==> src/rtl/awg_pkg.sv <==
// Shared types and constants for the AWG pattern run controller.
// Imported by the scheduler top and its helpers.
package awg_pkg;

  typedef enum logic [1:0] {
    IDLE,
    FLUSH,
    ARM,
    RUN
  } state_t;

  localparam int CFG_BURST_W = 16;

  localparam logic [2:0] PN_MAX    = 3'd5;
  localparam logic [1:0] SYB_BPSK  = 2'd0;
  localparam logic [1:0] SYB_QPSK  = 2'd1;
  localparam logic [1:0] SYB_QAM16 = 2'd2;
  localparam logic [1:0] SYB_QAM64 = 2'd3;

  typedef struct packed {
    logic [9:0]             freq;
    logic [2:0]             pn;
    logic [1:0]             syb;
    logic [CFG_BURST_W-1:0] burst;
  } cfg_t;

endpackage

==> src/rtl/awg_edge_det.sv <==
// Registers a generator strobe once and flags its rising edge.
// Reusable for any level-held generator status line.
module awg_edge_det (
  input  logic clk,
  input  logic rst,
  input  logic d,
  output logic rise
);

  logic d_q;

  always_ff @(posedge clk or negedge rst) begin
    if (!rst) d_q <= 1'b0;
    else      d_q <= d;
  end

  assign rise = d & ~d_q;

endmodule

==> src/rtl/awg_pattern_sched.sv <==
// Run controller: shadows config, flushes the generator, aligns to a
// pattern boundary and gates output for N patterns or continuously.
module awg_pattern_sched
  import awg_pkg::*;
#(
  parameter int FLUSH_CYC   = 4,
  parameter int ARM_TIMEOUT = 2**20-1,
  parameter int BURST_W     = 16
) (
  input  logic               clk,
  input  logic               rst,
  input  logic               cfg_valid,
  output logic               cfg_ready,
  input  logic [9:0]         cfg_freq,
  input  logic [2:0]         cfg_pn,
  input  logic [1:0]         cfg_syb,
  input  logic [BURST_W-1:0] cfg_burst,
  input  logic               start,
  input  logic               abort,
  input  logic               pat_sync,
  output logic [9:0]         gen_freq,
  output logic [2:0]         gen_pn,
  output logic [1:0]         gen_syb,
  output logic               gen_rst,
  output logic               out_en,
  output logic               busy,
  output logic               done,
  output logic               cfg_err,
  output logic               arm_err
);

  localparam int AW = $clog2(ARM_TIMEOUT + 1);
  localparam logic [3:0]    FLUSH_LAST = 4'(FLUSH_CYC - 1);
  localparam logic [AW-1:0] ARM_LAST   = AW'(ARM_TIMEOUT - 1);

  state_t state, state_d;
  cfg_t   shadow, active, incoming, next_shadow;

  logic [3:0]             flush_cnt;
  logic [AW-1:0]          arm_cnt;
  logic [CFG_BURST_W-1:0] pat_cnt;
  logic sync_rise, xfer, legal, go, finish, timeout, last_pat;

  awg_edge_det u_sync (
    .clk  (clk),
    .rst  (rst),
    .d    (pat_sync),
    .rise (sync_rise)
  );

  assign incoming = '{freq:  cfg_freq,
                      pn:    cfg_pn,
                      syb:   cfg_syb,
                      burst: CFG_BURST_W'(cfg_burst)};

  assign xfer  = cfg_valid & cfg_ready;
  assign legal = cfg_pn <= PN_MAX;

  // A word accepted on the start edge is bypassed straight to active.
  assign next_shadow = (xfer && legal) ? incoming : shadow;

  assign last_pat = (active.burst != '0)
                 && (pat_cnt == active.burst - 1'b1);

  always_comb begin
    state_d = state;
    go      = 1'b0;
    finish  = 1'b0;
    timeout = 1'b0;
    if (abort && state != IDLE) begin
      state_d = IDLE;
    end else begin
      unique case (state)
        IDLE: begin
          if (start) begin
            go      = 1'b1;
            state_d = FLUSH;
          end
        end
        FLUSH: begin
          if (flush_cnt == FLUSH_LAST) state_d = ARM;
        end
        ARM: begin
          if (sync_rise) begin
            state_d = RUN;
          end else if (arm_cnt == ARM_LAST) begin
            timeout = 1'b1;
            state_d = IDLE;
          end
        end
        RUN: begin
          if (start) begin
            go      = 1'b1;
            state_d = FLUSH;
          end else if (sync_rise && last_pat) begin
            finish  = 1'b1;
            state_d = IDLE;
          end
        end
        default: state_d = IDLE;
      endcase
    end
  end

  always_ff @(posedge clk or negedge rst) begin
    if (!rst) begin
      state     <= IDLE;
      shadow    <= '0;
      active    <= '0;
      flush_cnt <= '0;
      arm_cnt   <= '0;
      pat_cnt   <= '0;
      gen_rst   <= 1'b1;
      out_en    <= 1'b0;
      done      <= 1'b0;
      cfg_err   <= 1'b0;
      arm_err   <= 1'b0;
      cfg_ready <= 1'b0;
    end else begin
      state     <= state_d;
      shadow    <= next_shadow;
      cfg_err   <= xfer & ~legal;
      done      <= finish;
      cfg_ready <= state_d != FLUSH;
      gen_rst   <= !(state_d == ARM || state_d == RUN);
      out_en    <= state_d == RUN;
      if (go) begin
        active    <= next_shadow;
        arm_err   <= 1'b0;
        flush_cnt <= '0;
      end else if (state == FLUSH) begin
        flush_cnt <= flush_cnt + 1'b1;
      end
      if (timeout) arm_err <= 1'b1;
      if (state != ARM) arm_cnt <= '0;
      else              arm_cnt <= arm_cnt + 1'b1;
      if (state != RUN)   pat_cnt <= '0;
      else if (sync_rise) pat_cnt <= pat_cnt + 1'b1;
    end
  end

  assign gen_freq = active.freq;
  assign gen_pn   = active.pn;
  assign gen_syb  = active.syb;
  assign busy     = state != IDLE;

endmodule

==> config.mk <==
export PLATFORM = sky130hd
export DESIGN_NAME = awg_pattern_sched
export DESIGN_NICKNAME = d
export VERILOG_FILES = /design/src/rtl/awg_pkg.sv /design/src/rtl/awg_edge_det.sv /design/src/rtl/awg_pattern_sched.sv
export SDC_FILE = /design/constraint.sdc
export NUM_CORES = 1
export LEC_CHECK = 0
export ABC_AREA = 1
export CAP_MARGIN = 20
export CORE_ASPECT_RATIO = 2
export CORE_MARGIN = 2
export CORE_UTILIZATION = 35
export CTS_CLUSTER_DIAMETER = 60
export CTS_CLUSTER_SIZE = 24
export DETAILED_ROUTE_END_ITERATION = 6
export DONT_BUFFER_PORTS = 1
export PLACE_DENSITY = 0.62
export SLEW_MARGIN = 0
export SYNTH_ARGS = -nofsm -noshare
export SYNTH_HDL_FRONTEND = slang
export SYNTH_SLANG_ARGS = --single-unit
export TNS_END_PERCENT = 10
==> constraint.sdc <==
create_clock -name clk -period 1.84 [get_ports clk]
set_input_delay 0.368 -clock clk [delete_from_list [all_inputs] [get_ports clk]]
set_output_delay 0.368 -clock clk [all_outputs]
set_load 0.05 [all_outputs]
Word-level counts from Yosys, hierarchy flattened
Index checks and enable logic that the tools add are counted.
{ "totals": {"regBits": 111, "ram_bits": 0, "output_inout_bits": 22, "memories": 0, "wordCells": 80, "latch_bits": 0, "in_bits": 37, "romBits": 0} }
{ "classes": {"bitwise": 5, "muxes": 27, "add_sub_neg": 4, "n_mul": 0, "div": 0, "shifts": 0, "n_lt_le_gt_ge": 1, "reduce_logical": 13, "n_eq_ne": 11} }
{ "ops": {"columns": ["cell", "count"], "rows": [
  ["2-to-1 mux 16 bit", 2],
  ["2-to-1 mux 31 bit", 1],
  ["adder 20 x 1 -> 20 bit (second input constant)", 1],
  ["== test 20 bit (second input constant)", 1],
  ["2-to-1 mux 20 bit", 1],
  ["adder 16 x 1 -> 16 bit (second input constant)", 1],
  ["== test 16 bit", 1],
  ["nonzero test 16 bit", 1],
  ["subtractor 16 x 1 -> 16 bit (second input constant)", 1],
  ["2-to-1 mux 2 bit", 7],
  ["2-to-1 mux 1 bit", 13],
  ["== test 2 bit (second input constant)", 4],
  ["2-to-1 mux 4 bit", 2],
  ["case mux 2 bit (4 select lines)", 1],
  ["nonzero test 2 bit", 4],
  ["adder 4 x 1 -> 4 bit (second input constant)", 1],
  ["== test 4 x 2 -> 1 bit (second input constant)", 1],
  ["logical AND 1 bit", 4],
  ["!= test 2 bit (second input constant)", 2],
  ["AND 1 bit", 3],
  ["less-or-equal comparator 3 bit (second input constant)", 1],
  ["== test 2 x 1 -> 1 bit (second input constant)", 1],
  ["logical NOT 2 bit", 1],
  ["!= test 2 x 1 -> 1 bit (second input constant)", 1],
  ["other kinds (4)", 5]
]} }

Logic depth before layout (Yosys ltp)
{ "logic_depth": {"ltp_word": 11, "depth_mapped": 17, "ltp_nobuf": 17} }

Hierarchy
Synthesis repeated with hierarchy kept, for this count alone.
{ "hier_totals": {"cells_unflattened": 677, "hier_area_um2": 5675.4} }
{ "by_module_without_submodules": {"columns": ["module", "cells_each", "n_inst", "area_each_um2"], "rows": [
  ["awg_pattern_sched", 674, 1, 5640.4],
  ["awg_edge_det", 3, 1, 35.0]
]} }

Worst setup path after synthesis
No wires, ideal clock.
{ "synth_timing": {"path_type": "register -> register", "from": "register state[1]", "to": "register flush_cnt[1]", "required_ps": 1721, "stages_incl_launch_ff": 11, "setup_slack_ps": -31, "arrival_time_ps": 1752, "synth_period_minus_slack_ps": 1871, "cell_sequence": "dfrtp_1 inv_1 ha_1 inv_2 nand2_1 inv_2 nor3_2 clkbuf_1 nor3_1 a31oi_1 inv_1"} }
{ "synth_via": {"elab_cells_between_ends": 10, "classes_between": "eq/ne (2); mux (3); reduce/logical (5)"} }
{ "synth_lines": {"columns": ["element", "line", "source"], "rows": [
  ["from (decl)", "awg_pattern_sched.sv:36", "state_t state, state_d;"],
  ["from (signal assigned)", "awg_pattern_sched.sv:120", "state <= state_d;"],
  ["nonzero test 2 bit *", null, null],
  ["via busy", "awg_pattern_sched.sv:26", "output logic busy,"],
  ["logical AND 1 bit *", "awg_pattern_sched.sv:70", "if (abort && state != IDLE) begin"],
  ["2-to-1 mux 1 bit *", "awg_pattern_sched.sv:70", null],
  ["2-to-1 mux 4 bit or nonzero test 2 bit (tied branches)", null, null],
  ["to (signal assigned)", "awg_pattern_sched.sv:132", "flush_cnt <= flush_cnt + 1'b1;"],
  ["to (decl)", "awg_pattern_sched.sv:39", "logic [3:0] flush_cnt;"]
]} }
Mark *: on every way through the listed nets, which the timed path passes. The rest lies on a longest branch.
A chain may end at the register's enable or synchronous reset.

Final worst setup path
{ "layout_timing": {"from": "register active[2] (netlist bit)", "to": "register cfg_ready"} }
{ "layout_via": {"elab_chain_len": 9, "elab_cells_between_ends": 10, "classes_between": "add/sub (1); eq/ne (2); mux (4); reduce/logical (3)"} }
{ "layout_lines": {"columns": ["element", "line", "source"], "rows": [
  ["from (decl)", "awg_pattern_sched.sv:37", "cfg_t shadow, active, incoming, next_shadow;"],
  ["from (signal assigned)", "awg_pattern_sched.sv:128", "active <= next_shadow;"],
  ["subtractor 16 x 1 -> 16 bit", "awg_pattern_sched.sv:63", "&& (pat_cnt == active.burst - 1'b1);"],
  ["== test 16 bit", "awg_pattern_sched.sv:63", null],
  ["logical AND 1 bit *", "awg_pattern_sched.sv:63", null],
  ["logical AND 1 bit *", "awg_pattern_sched.sv:95", "end else if (sync_rise && last_pat) begin"],
  ["2-to-1 mux 2 bit *", "awg_pattern_sched.sv:95", null],
  ["2-to-1 mux 2 bit *", "awg_pattern_sched.sv:92", "if (start) begin"],
  ["case mux 2 bit (4 select lines) *", "awg_pattern_sched.sv:73", "unique case (state)"],
  ["2-to-1 mux 2 bit *", "awg_pattern_sched.sv:70", null],
  ["!= test 2 x 1 -> 1 bit *", "awg_pattern_sched.sv:124", "cfg_ready <= state_d != FLUSH;"],
  ["to (signal assigned)", "awg_pattern_sched.sv:118", "cfg_ready <= 1'b0;"],
  ["to (signal assigned)", "awg_pattern_sched.sv:124", null],
  ["to (decl)", "awg_pattern_sched.sv:13", "output logic cfg_ready,"]
]} }
Every way passes the cells marked *; elsewhere a longest branch is shown, timed or not.

==> results by group <==
Layout
  • Multi-input gate area: 0.002481 mm²
  • Fill cell count: 1554
  • Layout area overhead: 16.44%
  • Register area: 0.002784 mm²
  • Final nets: 737
  • Post-Layout Inst Area: 0.006486 mm²
  • Share of post-route cells with drive strength above 1: 19.71%

Global routing
  • GRT overflow: 0
  • Overall Global Routing Usage: 17.03%
  • First-pass GRT wire length: 22430 µm
  • Vias in the first global route: 4529
  • Largest net degree at the start of global routing: 112
  • Initial antenna violation count: 1

Critical path
  • CP peak stage delay: 470 ps
  • Crit path kind: reg2reg
  • Reg2reg path depth: 14
  • WP data required: 2080 ps
  • Crit path max-delay cell type: dfrtp_2
  • Stages on worst setup path: 14
  • Crit-path leading delay family: simple AND/OR/NAND/NOR gates
  • Worst setup EP type: flip-flop
  • CP Cell Sequence: nor2_4, nand2_4, nor2_4, nand2_1, nand2_1, nor2_1, nor2_2, nand2_1, nor2_4, nand2_1, nand2_1, nand2_1, nand2_2, nand3_1
  • Worst path buffer plus inverter count: 0
  • Crit path top cell by count: nand2_1
  • Arrival time worst endpoint: 2070 ps
  • Startpoint types: flip-flop
  • Largest fanout on the critical path: 5

Power and ir drop
  • Overall power: 9.859 mW
  • Leakage: 2.923 nW
  • Worst vdd ir: 871.8 µV
  • Cell area power density: 1520 mW/mm²

Run status
  • Failing checks: negative hold slack
  • Outcome: finished, violations left

STA
  • Fin. Hold Viols: 111
  • Hold WS: -304.2 ps
  • RSZ-0062 raised after global routing: yes
  • Slew HR: 65.32%
  • Setup violators final: 0
  • Max-slew violation count: 0
  • Fmax: 0.5444 GHz
  • Crit share post-route: 99.83%
  • Slew of the pin with the lowest slew margin: 520.3 ps
  • Fin Clk Skew: 12.86 ps
  • Tmin final: 1837 ps
  • Worst setup margin: 3.052 ps

Die
  • Core footprint: 0.01570 mm²
  • Die ar.: 0.01700 mm²
  • Initial core utilization: 35.49%
  • Chip height: 182.4 µm
  • IO Count: 59
  • Die Width: 93.21 µm
  • Row Count: 65

Synthesis
  • Top-count cell post-synth: nand2_1
  • Area leader, netlist: dfrtp_1
  • Top FF cell, synth: dfrtp_1
  • Synth top area share: 49.42%
  • Synth top cells by count: nand2_1 (156), dfrtp_1 (110), nor2_1 (66)
  • Synth Net Count: 703
  • Top area cells in the synthesized netlist: dfrtp_1 (49%), nand2_1 (11%), nor2_1 (4.4%)
  • Post-synth EDFFs: 0
  • Async SR Flop Fraction: 100.0%
  • Register area share after synthesis: 49.89%
  • Netlist cell types: 40
  • Syn Std Cell Area: 0.005570 mm²
  • YS warnings: 0
  • Cells after synthesis: 656
  • Register bit total from synthesis: 111
  • Synth Area per Inst: 8.491 µm²

Route
  • Antenna Nets Post-Route: 0
  • Via Count: 4383
  • Wire per inst: 15.16 µm
  • Initial DRC count: 198
  • Routed WL: 13600 µm
  • Vias per cell: 4.886
  • DRC Markers: 0
  • Drt pass-1 iters: 4

Clocking
  • Root Driver: clkbuf_16
  • H-tree levels: 3
  • TritonCTS clock tree: done
  • Clk slew on worst S/H paths: 80 ps
  • Clock Sinks: 111
  • Total CTS buffers: 9
  • Later-pin clock latency in the skew report: 360 ps
  • CTS Buffer Depth: 2

Place
  • Post-DP HPWL: 10090 µm
  • Pre-CTS setup slack: -54.60 ps
  • PortBufs: 0
  • Area post-placement: 0.006041 mm²
  • Gpl congestion: 0.8751

Hold path
  • Hold Path Class: in2async

Flow run
  • Max-cap viol count: 0
## what timing repair did
action | CTS | global route
resized for setup | 14 | 22
cloned | 0 | 0
setup endpoints to repair | 5 | 37
setup buffers | 1 | 2
hold endpoints to repair | 111 | 111
pin swaps | 3 | 9
## where the power goes
part	switching [mW]	total, mW	internal (mW)
Clock	1.00	2.00	0.994
Sequential	1.15	4.29	3.14
Combinational	2.13	3.57	1.43
Total	4.29	9.86	5.57
## per-stage QoR
| stage | util, % | std cells | setup TNS (ps) |
|---|---|---|---|
| after floorplan | - | 656 | -76.70 |
| after global placement | 38.49 | 877 | -45.84 |
| after detailed placement | 38.49 | 877 | -150.4 |
| after CTS | 40.75 | 894 | -2.337 |
| after global routing | 41.32 | 897 | -843.8 |
| final | 41.32 | 897 | 0 |
## area by class of cell
type,instances,area share (%)
clock inverter,6,0.9066
clock buffer,10,3.684
inverter,67,3.877
antenna,1,0.03858
timing repair buffer,52,6.443
tap,201,3.877
multi-input combinational,449,38.25
sequential,111,42.92
## kinds of logic after synthesis
kind of cell,count (synthesis),share of synthesized area [%]
compound gates,103,10.29
mux,14,2.830
buf+inv,96,7.570
flops,111,49.89
simple gates,308,24.98
fa+ha+maj,10,2.246
xor+xnor,14,2.201
## per-layer routing
layer,wire (µm),vias up,part of all wire (%),GRT usage (%)
met5,0,-,0,0
met4,563,0,4.1,9.176
met3,357,29,2.6,2.230
met2,7660,57,56,32.09
met1,5019,2104,37,17.78
li1,-,2193,-,-
## worst register-to-register path: stages (launching register included)
cell and delay [ps]:
dfrtp_2 470, nor2_4 160, nand2_4 90, nor2_4 130, nand2_1 60, nand2_1 120, nor2_1 70, nor2_2 70
nand2_1 80, nor2_4 120, nand2_1 60, nand2_1 60, nand2_1 60, nand2_2 90, nand3_1 80
## final timing paths
kind                                           from                       end  slack (ps)
setup / recovery              active[2]$_DFFE_PN0P_       cfg_ready$_DFF_PN0_           3
hold / removal                                  rst   gen_freq[8]$_DFFE_PN0P_        -300
setup reg to reg              active[2]$_DFFE_PN0P_       cfg_ready$_DFF_PN0_           3
hold reg to reg            flush_cnt[3]$_DFFE_PN0P_  flush_cnt[3]$_DFFE_PN0P_         470
max in group asynchronous                       rst         gen_rst$_DFF_PN1_        1890
min in group clk                           pat_sync      u_sync.d_q$_DFF_PN0_          30
## layout by cell type, fill, tap and decap left out, drive strengths merged, types with 14 or more instances in the layout
| cell type | synthesis | final |
|---|---|---|
| mux2 | 14 | 14 |
| a31oi | 19 | 19 |
| nand3 | 25 | 25 |
| a21oi | 28 | 28 |
| nor2 | 84 | 84 |
| buf | 19 | 52 |
| o21ai | 44 | 44 |
| dfrtp | 110 | 110 |
| nor3 | 23 | 23 |
| nand2 | 161 | 161 |
| inv | 65 | 69 |
## flip-flops by register name, summed over array words and instances, names as in the netlist, 2 cells and up
signal and cells:
shadow 31, arm_cnt 20, active 16, pat_cnt 16
gen_freq 10, flush_cnt 4, gen_pn 3, gen_syb 2
state 2
Power figures use the tool's default switching activity.
